===== config.mk =====
export PLATFORM = sky130hd
export DESIGN_NAME = hazard_ctrl
export DESIGN_NICKNAME = d
export VERILOG_FILES = /design/src/rtl/hazard_ctrl.sv
export SDC_FILE = /design/constraint.sdc
export NUM_CORES = 1
export LEC_CHECK = 0
export ABC_CLOCK_PERIOD_IN_PS = 2700
export BUFFER_PORTS_ARGS = -buffer_cell sky130_fd_sc_hd__buf_2
export CAP_MARGIN = 20
export CORE_ASPECT_RATIO = 0.6
export CORE_MARGIN = 1
export CORE_UTILIZATION = 48
export CTS_BUF_LIST = sky130_fd_sc_hd__clkbuf_4 sky130_fd_sc_hd__clkbuf_8
export DETAILED_ROUTE_END_ITERATION = 6
export GPL_TIMING_DRIVEN = 0
export HOLD_SLACK_MARGIN = 0.1
export PLACE_DENSITY = 0.82
export SYNTH_ARGS = -nofsm -noshare
export SYNTH_HDL_FRONTEND = slang
export SYNTH_SLANG_ARGS = --single-unit

===== constraint.sdc =====
create_clock -name clk -period 2.7 [get_ports clk]
set_input_delay 0.54 -clock clk [delete_from_list [all_inputs] [get_ports clk]]
set_output_delay 0.54 -clock clk [all_outputs]
set_load 0.01 [all_outputs]

===== src/rtl/hazard_ctrl.sv =====
// hazard_ctrl: RAW/redirect hazard detection and next-PC select.
// Build option: define FORWARD_EN when the EX/MEM/WB bypass network exists.
module hazard_ctrl #(
  parameter int CNT_W = 16
) (
  input  logic             clk,
  input  logic             rst,
  input  logic [31:0]      pc,
  input  logic             id_valid,
  input  logic [4:0]       id_rs1,
  input  logic [4:0]       id_rs2,
  input  logic             id_re1,
  input  logic             id_re2,
  input  logic [4:0]       id_rd,
  input  logic             id_we,
  input  logic             id_is_load,
  input  logic             ex_br_taken,
  input  logic [31:0]      ex_br_target,
  output logic [31:0]      npc,
  output logic             data_hazard,
  output logic             control_hazard,
  output logic             flush_ifid,
  output logic             flush_idex,
  output logic [CNT_W-1:0] stall_cnt,
  output logic [CNT_W-1:0] flush_cnt
);

`ifdef FORWARD_EN
  localparam logic FWD = 1'b1;
`else
  localparam logic FWD = 1'b0;
`endif

  localparam logic [CNT_W-1:0] ONE = {{(CNT_W-1){1'b0}}, 1'b1};
  localparam logic [CNT_W-1:0] SAT = {CNT_W{1'b1}};

  logic       ex_v, mem_v, wb_v;
  logic       ex_we, mem_we, wb_we;
  logic [4:0] ex_rd, mem_rd, wb_rd;
  logic       ex_ld;

  logic ex_hit, mem_hit, wb_hit;
  logic raw, ctrl;

  function automatic logic hit(
    input logic       v,
    input logic       we,
    input logic [4:0] rd,
    input logic [4:0] rs1,
    input logic [4:0] rs2,
    input logic       re1,
    input logic       re2
  );
    return v && we && (rd != 5'd0) &&
           ((re1 && rd == rs1) || (re2 && rd == rs2));
  endfunction

  // Source match against each in-flight producer, then hazard priority.
  always_comb begin
    ex_hit  = hit(ex_v, ex_we, ex_rd,
                  id_rs1, id_rs2, id_re1, id_re2);
    mem_hit = hit(mem_v, mem_we, mem_rd,
                  id_rs1, id_rs2, id_re1, id_re2);
    wb_hit  = hit(wb_v, wb_we, wb_rd,
                  id_rs1, id_rs2, id_re1, id_re2);
    // With bypassing only a load in EX cannot be forwarded in time.
    raw = id_valid &&
          ((ex_hit && (ex_ld || !FWD)) ||
           (!FWD && (mem_hit || wb_hit)));
    ctrl           = ex_br_taken && ex_v;
    control_hazard = ctrl;
    data_hazard    = raw && !ctrl;
    flush_ifid     = ctrl;
    flush_idex     = ctrl || data_hazard;
    npc            = ctrl ? ex_br_target : pc + 32'd4;
  end

  // Scoreboard shift: ID enters EX unless squashed or stalled.
  always_ff @(posedge clk or posedge rst) begin
    if (rst) begin
      ex_v   <= 1'b0;
      mem_v  <= 1'b0;
      wb_v   <= 1'b0;
      ex_we  <= 1'b0;
      mem_we <= 1'b0;
      wb_we  <= 1'b0;
      ex_rd  <= 5'd0;
      mem_rd <= 5'd0;
      wb_rd  <= 5'd0;
      ex_ld  <= 1'b0;
    end else begin
      wb_v   <= mem_v;
      wb_we  <= mem_we;
      wb_rd  <= mem_rd;
      mem_v  <= ex_v;
      mem_we <= ex_we;
      mem_rd <= ex_rd;
      ex_v   <= id_valid && !flush_idex;
      ex_we  <= id_we;
      ex_rd  <= id_rd;
      ex_ld  <= id_is_load;
    end
  end

  // Saturating stall/redirect performance counters.
  always_ff @(posedge clk or posedge rst) begin
    if (rst) begin
      stall_cnt <= '0;
      flush_cnt <= '0;
    end else begin
      if (data_hazard && stall_cnt != SAT)
        stall_cnt <= stall_cnt + ONE;
      if (control_hazard && flush_cnt != SAT)
        flush_cnt <= flush_cnt + ONE;
    end
  end

endmodule

Word level (Yosys, flattened, before mapping):

Cells that the tools add are included.

* add/subtract/negate cells: 3
* multiply operators: 0
* divide/modulo/power cells: 0
* $lt $le $gt $ge: 0
* equal/unequal tests: 8
* shift operators: 0
* multiplexer cells: 1
* bitwise logic cells: 0
* reduce and logical (&&, ||, !) cells: 32

Operator list (number)
* $add A16 B1 Y16 const B: 2
* $add A32 B3 Y32 const B: 1
* $mux W32: 1
* $ne A16 B16 Y1 const B: 2
* $eq A5 B5 Y1: 6
* $logic_and A1 B1 Y1: 21
* $reduce_bool A5 Y1: 3
* $logic_or A1 B1 Y1: 6
* $logic_not A1 Y1: 2

* bits in registers: 53
* bits in latches: 0
* bits in writable memories: 0
* memory bits (read-only): 0
* bits of input ports: 87
* logic and storage cells: 55
* memories kept: 0

Longest topological paths before layout:

Gate-level depths: netlist of run 1.

* depth after elaboration: 11
* mapped depth: 8

Least setup slack after synthesis of run 1:

OpenSTA, ideal clock, no wires.

* path type: input -> output
* start: input port pc[17]
* end: output port npc[26]
* arrival time: 1.860 ns
* data required time: 2.160 ns
* setup slack: 0.300 ns
* stages: 8
* cells stage by stage: and3_1 and3_1 and3_1 clkbuf_1 nand3_1 nor2_1 xnor2_1 o21ai_0

* longest elaborated chain between the ends: 2

RTL lines
* start, declared: RTL line 8 `input logic [31:0] pc,`
* $add A32 B3 Y32: RTL line 75 `npc = ctrl ? ex_br_target : pc + 32'd4;`
* $mux W32: RTL line 75
* end, declared: RTL line 19 `output logic [31:0] npc,`

Every way passes these cells.

Worst setup path in the final report of run 1:

* start: input port pc[9]
* end: output port npc[22]

The elaborated chain is that of the path after synthesis.

==> flow_metrics.tcl, run 1 <==
set metrics [dict create \
    start_util_pct 51.49 \
    grt_pass1_vias 3006 \
    vias 3213 \
    cp_slowest_cell "and3_1" \
    worstMarginPinSlew_ns 0.5120 \
    critPathArrivalTime_ns 2.07 \
    cts_buffers 5 \
    stdcell_area_sq_um 4343 \
    crit_path_end_kind "primary output" \
    layout_commonest_cell "buf_2" \
    slew_violations 0 \
    cp_max_fo 5 \
    synthCells 359 \
    leakage_nw 2.099 \
    syn-cell-area_sq_um 3246 \
    fp-row-count 22 \
    coreArea_sq_um 6304 \
    area_delta_synth_final_pct 33.81 \
    crit_required_ns 2.16 \
    root_buffer "clkbuf_8" \
    grt_antenna_before_repair 0 \
    drive_gt1_share_pct 36.26 \
    clkSinkCount 53 \
    dieArea_sq_um 7105 \
    skew_ns 0.009101 \
    drt_iter0_markers 169 \
    min_path_type "input pin to asynchronous set/reset pin" \
    antenna_cells 0 \
    overflow 0 \
    h-tree-depth 2 \
    async_flop_share_pct 100.0 \
    viasPerCell 5.285 \
    place_hpwl_mm 7.397 \
    criticalPathCategory "input pin to primary output" \
    cap_violations 0 \
    clkTransAtPathRegs_ns 0.09 \
    drt-wirelength-per-cell_microns 15.08 \
    yosys_warnings 0 \
    syn_avg_cell_area_sq_um 9.041 \
    worstSkewPairLatency_ns 0.31 \
    die_y_microns 65.70 \
    final_antenna_net_count 0 \
    rr_worst_depth 9 \
    io_pins 155 \
    ys.flop_type "dfrtp_1" \
    gp_congestion 0.9331 \
    period_minus_slack_ns 2.613 \
    die_x_microns 108.2 \
    slew_headroom_pct 65.87 \
    powerDensity_nw_per_um2 451.6 \
    grt_max_degree 38 \
    max_freq_mhz 382.8 \
    grt_pass1_wl_mm 14.55 \
    grtUsageTotal_pct 26.62 \
    cp-start-kind "input pin" \
    cts_tree "built" \
    fin_nets 613 \
    fin_util_pct 68.90 \
    status "complete, no violations" \
    syn-num-nets 449 \
    crit_chain "buf_2, and3_1, nand3_1, nor2_4, buf_4, nand3_1, xor2_1, o21ai_0, buf_2" \
    period_share_pct 96.76 \
    ir_drop_v 0.0003546 \
    io_buffers 153 \
    drcViolationCount 0 \
    synth-seq-area-share_pct 40.86 \
    setup_viol 0 \
    max_stage_delay_ns 0.26 \
    ys_ff_latch 53 \
    finalHoldViolCount 0 \
    wl_mm 9.170 \
    cts_buffer_depth 2 \
    placed_cell_area_sq_um 4136 \
    synth_cell_types 35 \
    drt_first_pass_iters 4 \
    layout_common_cells "buf_2, nand2_1, dfrtp_1" \
    cts_hold_buf 0 \
    synth_edf_count 0 \
]
-- metrics by stage --
stage / hold slack (ns) / TNS, ns / setup WS, ns / cells / power (mW)
final: 0.2021 / 0 / 0.08748 / 608 / 1.961
after global routing: 0.2118 / -0.001370 / -0.001370 / 608 / 2.066
after CTS: 0.2054 / 0 / 0.02822 / 604 / 1.963
after detailed placement: 0.3571 / -0.5668 / -0.1890 / 597 / 1.401
after global placement: 0.3514 / -0.3209 / -0.1505 / 596 / 1.379
after floorplan: 0.3461 / 0 / 0.2997 / 359 / 1.166
-- registers in the layout (all words and copies together) (netlist names) --
| name | flops |
|---|---|
| ex_rd | 5 |
| ex_v | 1 |
| ex_we | 1 |
| flush_cnt | 16 |
| mem_rd | 5 |
| mem_v | 1 |
| mem_we | 1 |
| stall_cnt | 16 |
| wb_rd | 5 |
| wb_v | 1 |
| wb_we | 1 |
-- per-layer routing --
| metal | global-route usage (%) | part of all wire, % |
|---|---|---|
| met1 | 37.26 | 46 |
| met2 | 42.44 | 46 |
| met3 | 4.960 | 6.9 |
| met4 | 6.678 | 0.69 |
| met5 | 0 | 0 |
-- logic make-up after synthesis --
| family | Yosys count | share of synthesized area, % |
|---|---|---|
| and+or+nand+nor | 158 | 24.09 |
| DFF | 53 | 40.86 |
| adders and majority gates | 3 | 1.157 |
| muxes | 3 | 1.156 |
| xor gates and xnor gates | 87 | 23.48 |
| buffers and inverters | 16 | 2.159 |
| AOI/OAI and AO/OA | 39 | 7.094 |
-- critical path: cells and delay by family --
family          cells  cell delay, ns
xor+xnor            1            0.15
compound gates      1            0.18
buf+inv             3            0.44
simple gates        4            0.76
-- final cells by class --
type	count	area, sq um
fill	518	1961
multi-input combinational	290	1907
sequential	53	1328
timing repair buffer	158	815.8
tap	84	105.1
clock buffer	6	82.58
buffer	11	52.55
clock inverter	2	37.54
inverter	4	15.01
-- path summary, 6_finish.rpt --
kind                                 to  slack [ns]      from
hold / removal             flush_cnt[2]        0.20       rst
hold reg to reg                    wb_v        0.37     mem_v
min in group clk               ex_rd[4]        0.34  id_rd[4]
max in group asynchronous      ex_rd[2]        1.98       rst
setup reg to reg           stall_cnt[6]        0.51  ex_rd[1]
setup / recovery                npc[22]        0.09     pc[9]
-- what timing repair did --
action	CTS	global route
buffers inserted	0	4
resized for setup	4	12
setup endpoints to repair	11	11
pin swaps	0	2
-- where the power goes --
group / internal (mW) / switching, mW / total [mW]
sequential: 0.855 / 0.0750 / 0.930
clock: 0.302 / 0.262 / 0.564
combinational: 0.218 / 0.249 / 0.467
-- cell usage after synthesis, types with 2 or more instances --
library cell / n / area (sq um)
nor4_1: 4 / 25.02
clkbuf_1: 7 / 26.28
xnor2_1: 49 / 429.2
and2_1: 5 / 31.28
and4_1: 3 / 26.28
a21oi_1: 2 / 10.01
dfrtp_1: 53 / 1326
nand4_1: 18 / 112.6
buf_2: 2 / 10.01
and3_1: 19 / 118.9
xor2_1: 38 / 332.8
nor3_1: 2 / 10.01
or4_1: 3 / 22.52
o2111ai_1: 2 / 17.52
a32oi_1: 2 / 17.52
nor2_1: 14 / 52.55
buf_4: 2 / 15.01
mux2_2: 2 / 22.52
nand2_1: 67 / 251.5
nand3_1: 19 / 95.09
o21ai_0: 28 / 140.1
ha_1: 3 / 37.54
inv_1: 3 / 11.26
No activity file was read; power rests on OpenSTA's default activity.
==> inputs of run 2 (changes only) <==
==> constraint.sdc (replaced) <==
create_clock -name clk -period 2.7 [get_ports clk]
set_input_delay 0.27 -clock clk [delete_from_list [all_inputs] [get_ports clk]]
set_output_delay 0.27 -clock clk [all_outputs]
set_load 0.01 [all_outputs]
==> flow_metrics.tcl, run 2 (synthesized netlist as in run 1, its figures left out) <==
set metrics [dict create \
    status "complete, no violations" \
    critical-path-top-delay-family "simple AND/OR/NAND/NOR gates" \
    powerDensity_nw_per_um2 454.8 \
    grt_antenna_before_repair 0 \
    coreArea_sq_um 6304 \
    grt_max_degree 38 \
    cts_buffer_depth 2 \
    layout_common_cells "buf_2, nand2_1, dfrtp_1" \
    worst_path_most_repeated_cell "buf_2" \
    crit_buf_inv 2 \
    cap_violations 0 \
    clkSinkCount 53 \
    final.setup.tns_ns 0 \
    slew_headroom_pct 56.35 \
    viasPerCell 5.346 \
    h-tree-depth 2 \
    area_delta_synth_final_pct 33.31 \
    cp-start-kind "input pin" \
    overflow 0 \
    worstMarginPinSlew_ns 0.6548 \
    vias 3272 \
    wl_mm 9.336 \
    cts_resized 0 \
    place_hpwl_mm 7.397 \
    io_pins 155 \
    crit_path_end_kind "primary output" \
    crit_required_ns 2.43 \
    critPathArrivalTime_ns 2.11 \
    top_regs "flush_cnt (16), stall_cnt (16)" \
    leakage_nw 2.107 \
    fp-row-count 22 \
    finalHoldViolCount 0 \
    drt_iter0_markers 147 \
    period_share_pct 88.24 \
    drcViolationCount 0 \
    io_buffers 153 \
    crit_chain "buf_2, and3_1, nand3_1, nor2_1, nand4_1, xor2_1, o21ai_0, buf_2" \
    whs_ns 0.2532 \
    slew_violations 0 \
    gp_congestion 0.9331 \
    root_buffer "clkbuf_8" \
    die_x_microns 108.2 \
    fin_util_pct 68.64 \
    period_minus_slack_ns 2.382 \
    dieArea_sq_um 7105 \
    max_stage_delay_ns 0.51 \
    setup_viol 0 \
    grt_pass1_vias 3071 \
    clkTransAtPathRegs_ns 0.10 \
    criticalPathCategory "input pin to primary output" \
    min_path_type "input pin to flip-flop" \
    worstSkewPairLatency_ns 0.31 \
    grtUsageTotal_pct 27.13 \
    start_util_pct 51.49 \
    cp_max_fo 8 \
    drt-wirelength-per-cell_microns 15.25 \
    cts_buffers 5 \
    antenna_cells 0 \
    cts_tree "built" \
    cp_slowest_cell "nor2_1" \
    drive_gt1_share_pct 32.95 \
    grt_pass1_wl_mm 14.81 \
    rsz0062_at_grt "no" \
    ir_drop_v 0.0003562 \
    die_y_microns 65.70 \
    skew_ns 0.009551 \
    max_freq_mhz 419.7 \
    fin_nets 617 \
    drt_first_pass_iters 4 \
    layout_commonest_cell "buf_2" \
    final_antenna_net_count 0 \
]
==> run 2: cell types whose count changed in the layout (fill, tap and decap cells not counted), sizes merged <==
cell and delta:
dlygate4sd3 +7, buf -3
==> run 2: repair_timing <==
action | 4_1_cts | 5_1_grt
endpoints found under the hold margin | 22 | 0
hold buffers | 7 | 0
buffers inserted | 0 | 0
==> run 2: worst reg2reg max path, delay by kind of cell (launching register included) <==
family	cells	cell delay, ns
buffers and inverters	1	0.24
AND/OR/NAND/NOR	2	0.52
XOR/XNOR	2	0.32
flip-flops	1	0.43
AO/OA/AOI/OAI	3	0.64
==> run 2: final timing paths <==
kind	start	to	slack (ns)	depth (start not counted)
worst max-delay path	pc[4]	npc[29]	0.32	8
worst min-delay path	id_valid	ex_v	0.25	2
worst max register to register	wb_rd[3]	stall_cnt[6]	0.44	8
worst min register to register	mem_v	wb_v	0.37	0
max in group asynchronous	rst	stall_cnt[1]	1.71	4
min in group asynchronous	rst	flush_cnt[6]	0.49	3
==> run 2: routing by layer <==
layer | vias up | track usage, % | share of wire [%]
met1 | 1580 | 37.45 | 46
li1 | 1569 | - | -
met3 | 9 | 4.960 | 6.0
met5 | - | 0 | 0
met2 | 114 | 44.03 | 47
met4 | 0 | 6.678 | 0.82
==> run 2: stage by stage <==
step	instance area (sq um)	setup slack, ns	cells	total power [mW]
final	4327	0.3176	612	1.968
after global routing	4327	0.08959	612	2.062
after CTS	4327	0.3227	612	1.971
after detailed placement	4136	0.3510	597	1.401
after global placement	4116	0.3895	596	1.379
after floorplan	3246	0.7161	359	1.166
==> run 2: final cells by class <==
type | instances | area, sq um
timing repair buffer | 161 | 855.8
buffer | 12 | 55.05
inverter | 4 | 15.01
multi-input combinational | 290 | 1849
fill | 541 | 1977
clock inverter | 2 | 37.54
tap | 84 | 105.1
sequential | 53 | 1326
clock buffer | 6 | 82.58
==> run 2: power breakdown <==
part,internal [mW],leakage (nW),switching (mW)
sequential,0.855,0.683,0.0761
clock,0.302,0.0574,0.266
combinational,0.221,1.37,0.248
==> inputs of run 3 (changes only) <==
--- a/config.mk
+++ b/config.mk
@@ -15,7 +15,7 @@
 export DETAILED_ROUTE_END_ITERATION = 6
 export GPL_TIMING_DRIVEN = 0
 export HOLD_SLACK_MARGIN = 0.1
-export PLACE_DENSITY = 0.82
+export PLACE_DENSITY_LB_ADDON = 0.05
 export SYNTH_ARGS = -nofsm -noshare
 export SYNTH_HDL_FRONTEND = slang
 export SYNTH_SLANG_ARGS = --single-unit
==> flow_metrics.tcl, run 3 (synthesized netlist as in run 1, its figures left out) <==
set metrics [dict create \
    fp-row-count 22 \
    stdcell_area_sq_um 4298 \
    io_buffers 153 \
    powerDensity_nw_per_um2 427.1 \
    cap_violations 0 \
    dieArea_sq_um 7105 \
    leakage_nw 2.090 \
    fin_util_pct 68.18 \
    clkSinkCount 53 \
    rsz0062_at_grt "no" \
    cts_buffer_depth 2 \
    root_buffer "clkbuf_8" \
    whs_ns 0.2648 \
    final_antenna_net_count 0 \
    antenna_cells 0 \
    layout_common_cells "buf_2, nand2_1, dfrtp_1" \
    drive_gt1_share_pct 32.95 \
    critPathArrivalTime_ns 2.11 \
    ir_drop_v 0.0002915 \
    gp_congestion 0.8902 \
    drt_iter0_markers 163 \
    grtUsageTotal_pct 25.30 \
    top_regs "flush_cnt (16), stall_cnt (16)" \
    area_delta_synth_final_pct 32.42 \
    drt-wirelength-per-cell_microns 13.85 \
    slew_headroom_pct 59.14 \
    coreArea_sq_um 6304 \
    skew_ns 0.007874 \
    met2_usage_pct 39.73 \
    die_x_microns 108.2 \
    fin_nets 617 \
    cts_resized 0 \
    cts_tree "built" \
    vias 3151 \
    overflow 0 \
    grt_antenna_before_repair 0 \
    place_hpwl_mm 6.854 \
    wl_mm 8.479 \
    min_path_type "input pin to flip-flop" \
    final.setup.tns_ns 0 \
    io_pins 155 \
    crit_required_ns 2.43 \
    use_met3_pct 5.258 \
    crit_path_end_kind "primary output" \
    placed_cell_area_sq_um 4136 \
    max_freq_mhz 420.1 \
    h-tree-depth 2 \
    cp-start-kind "flip-flop" \
    worstMarginPinSlew_ns 0.6106 \
    criticalPathCategory "flip-flop to primary output" \
    grt_use_met1_pct 36.48 \
    worstSkewPairLatency_ns 0.30 \
    period_minus_slack_ns 2.380 \
    finalHoldViolCount 0 \
    setup_viol 0 \
    grt_max_degree 44 \
    drcViolationCount 0 \
    slew_violations 0 \
    ff_latch_area_sq_um 1326 \
    cts_buffers 5 \
    viasPerCell 5.149 \
    grt_pass1_vias 2949 \
    period_share_pct 88.16 \
    layout_commonest_cell "buf_2" \
    clkTransAtPathRegs_ns 0.10 \
    drt_first_pass_iters 4 \
    start_util_pct 51.49 \
    fill_cells 546 \
    grt-busiest-layer "met2" \
    multi_input_comb_area_sq_um 1849 \
    die_y_microns 65.70 \
    cp_max_fo 6 \
    grt_pass1_wl_mm 13.94 \
    status "complete, no violations" \
]
[run 3: path summary, 6_finish.rpt]
check,slack (ns),to,cells past startpoint,from
worst max-delay path,0.32,flush_idex,6,ex_rd[1]
min in group asynchronous,0.43,flush_cnt[6],3,rst
max in group asynchronous,1.78,mem_rd[3],4,rst
worst min register to register,0.37,wb_v,0,mem_v
worst max register to register,0.50,stall_cnt[6],8,wb_rd[4]
worst min-delay path,0.26,ex_v,2,id_valid
[run 3: cell type report]
type	instances	share of cell area [%]
clock inverters	2	0.3493
flip-flops and latches	53	30.86
well taps	84	2.445
plain buffers	12	1.281
multi-input cells	290	43.03
inverters	4	0.3493
repair buffers	161	19.91
clock buffers	6	1.776
[run 3: timing repair]
| action | in CTS | in global routing |
|---|---|---|
| endpoints found under the hold margin | 16 | 0 |
| hold buffers | 7 | 0 |
| setup buffers | 0 | 0 |
[run 3: worst max-delay path, stage by stage, from the launching register on]
cell and delay, ns:
dfrtp_1 0.44, or4_1 0.54, o2111ai_1 0.22, o22a_1 0.18
and2_4 0.20, nand2_1 0.06, buf_2 0.16
[run 3: metal layers]
| layer | part of all wire, % | routed length, microns |
|---|---|---|
| met5 | 0 | 0 |
| met4 | 0.57 | 48 |
| met3 | 6.7 | 567 |
| met2 | 44 | 3744 |
| met1 | 49 | 4118 |
[run 3: report_power, final]
part	internal [mW]	switching, mW	total, mW
sequential	0.855	0.0718	0.927
clock	0.193	0.258	0.451
combinational	0.219	0.238	0.457
[run 3: per-stage QoR]
step / total power [mW] / cells / setup WS, ns
after CTS: 1.850 / 612 / 0.3109
final: 1.836 / 612 / 0.3196
after global routing: 1.945 / 612 / 0.1253
after global placement: 1.378 / 596 / 0.4298
after floorplan: 1.166 / 359 / 0.7161
after detailed placement: 1.394 / 597 / 0.4087
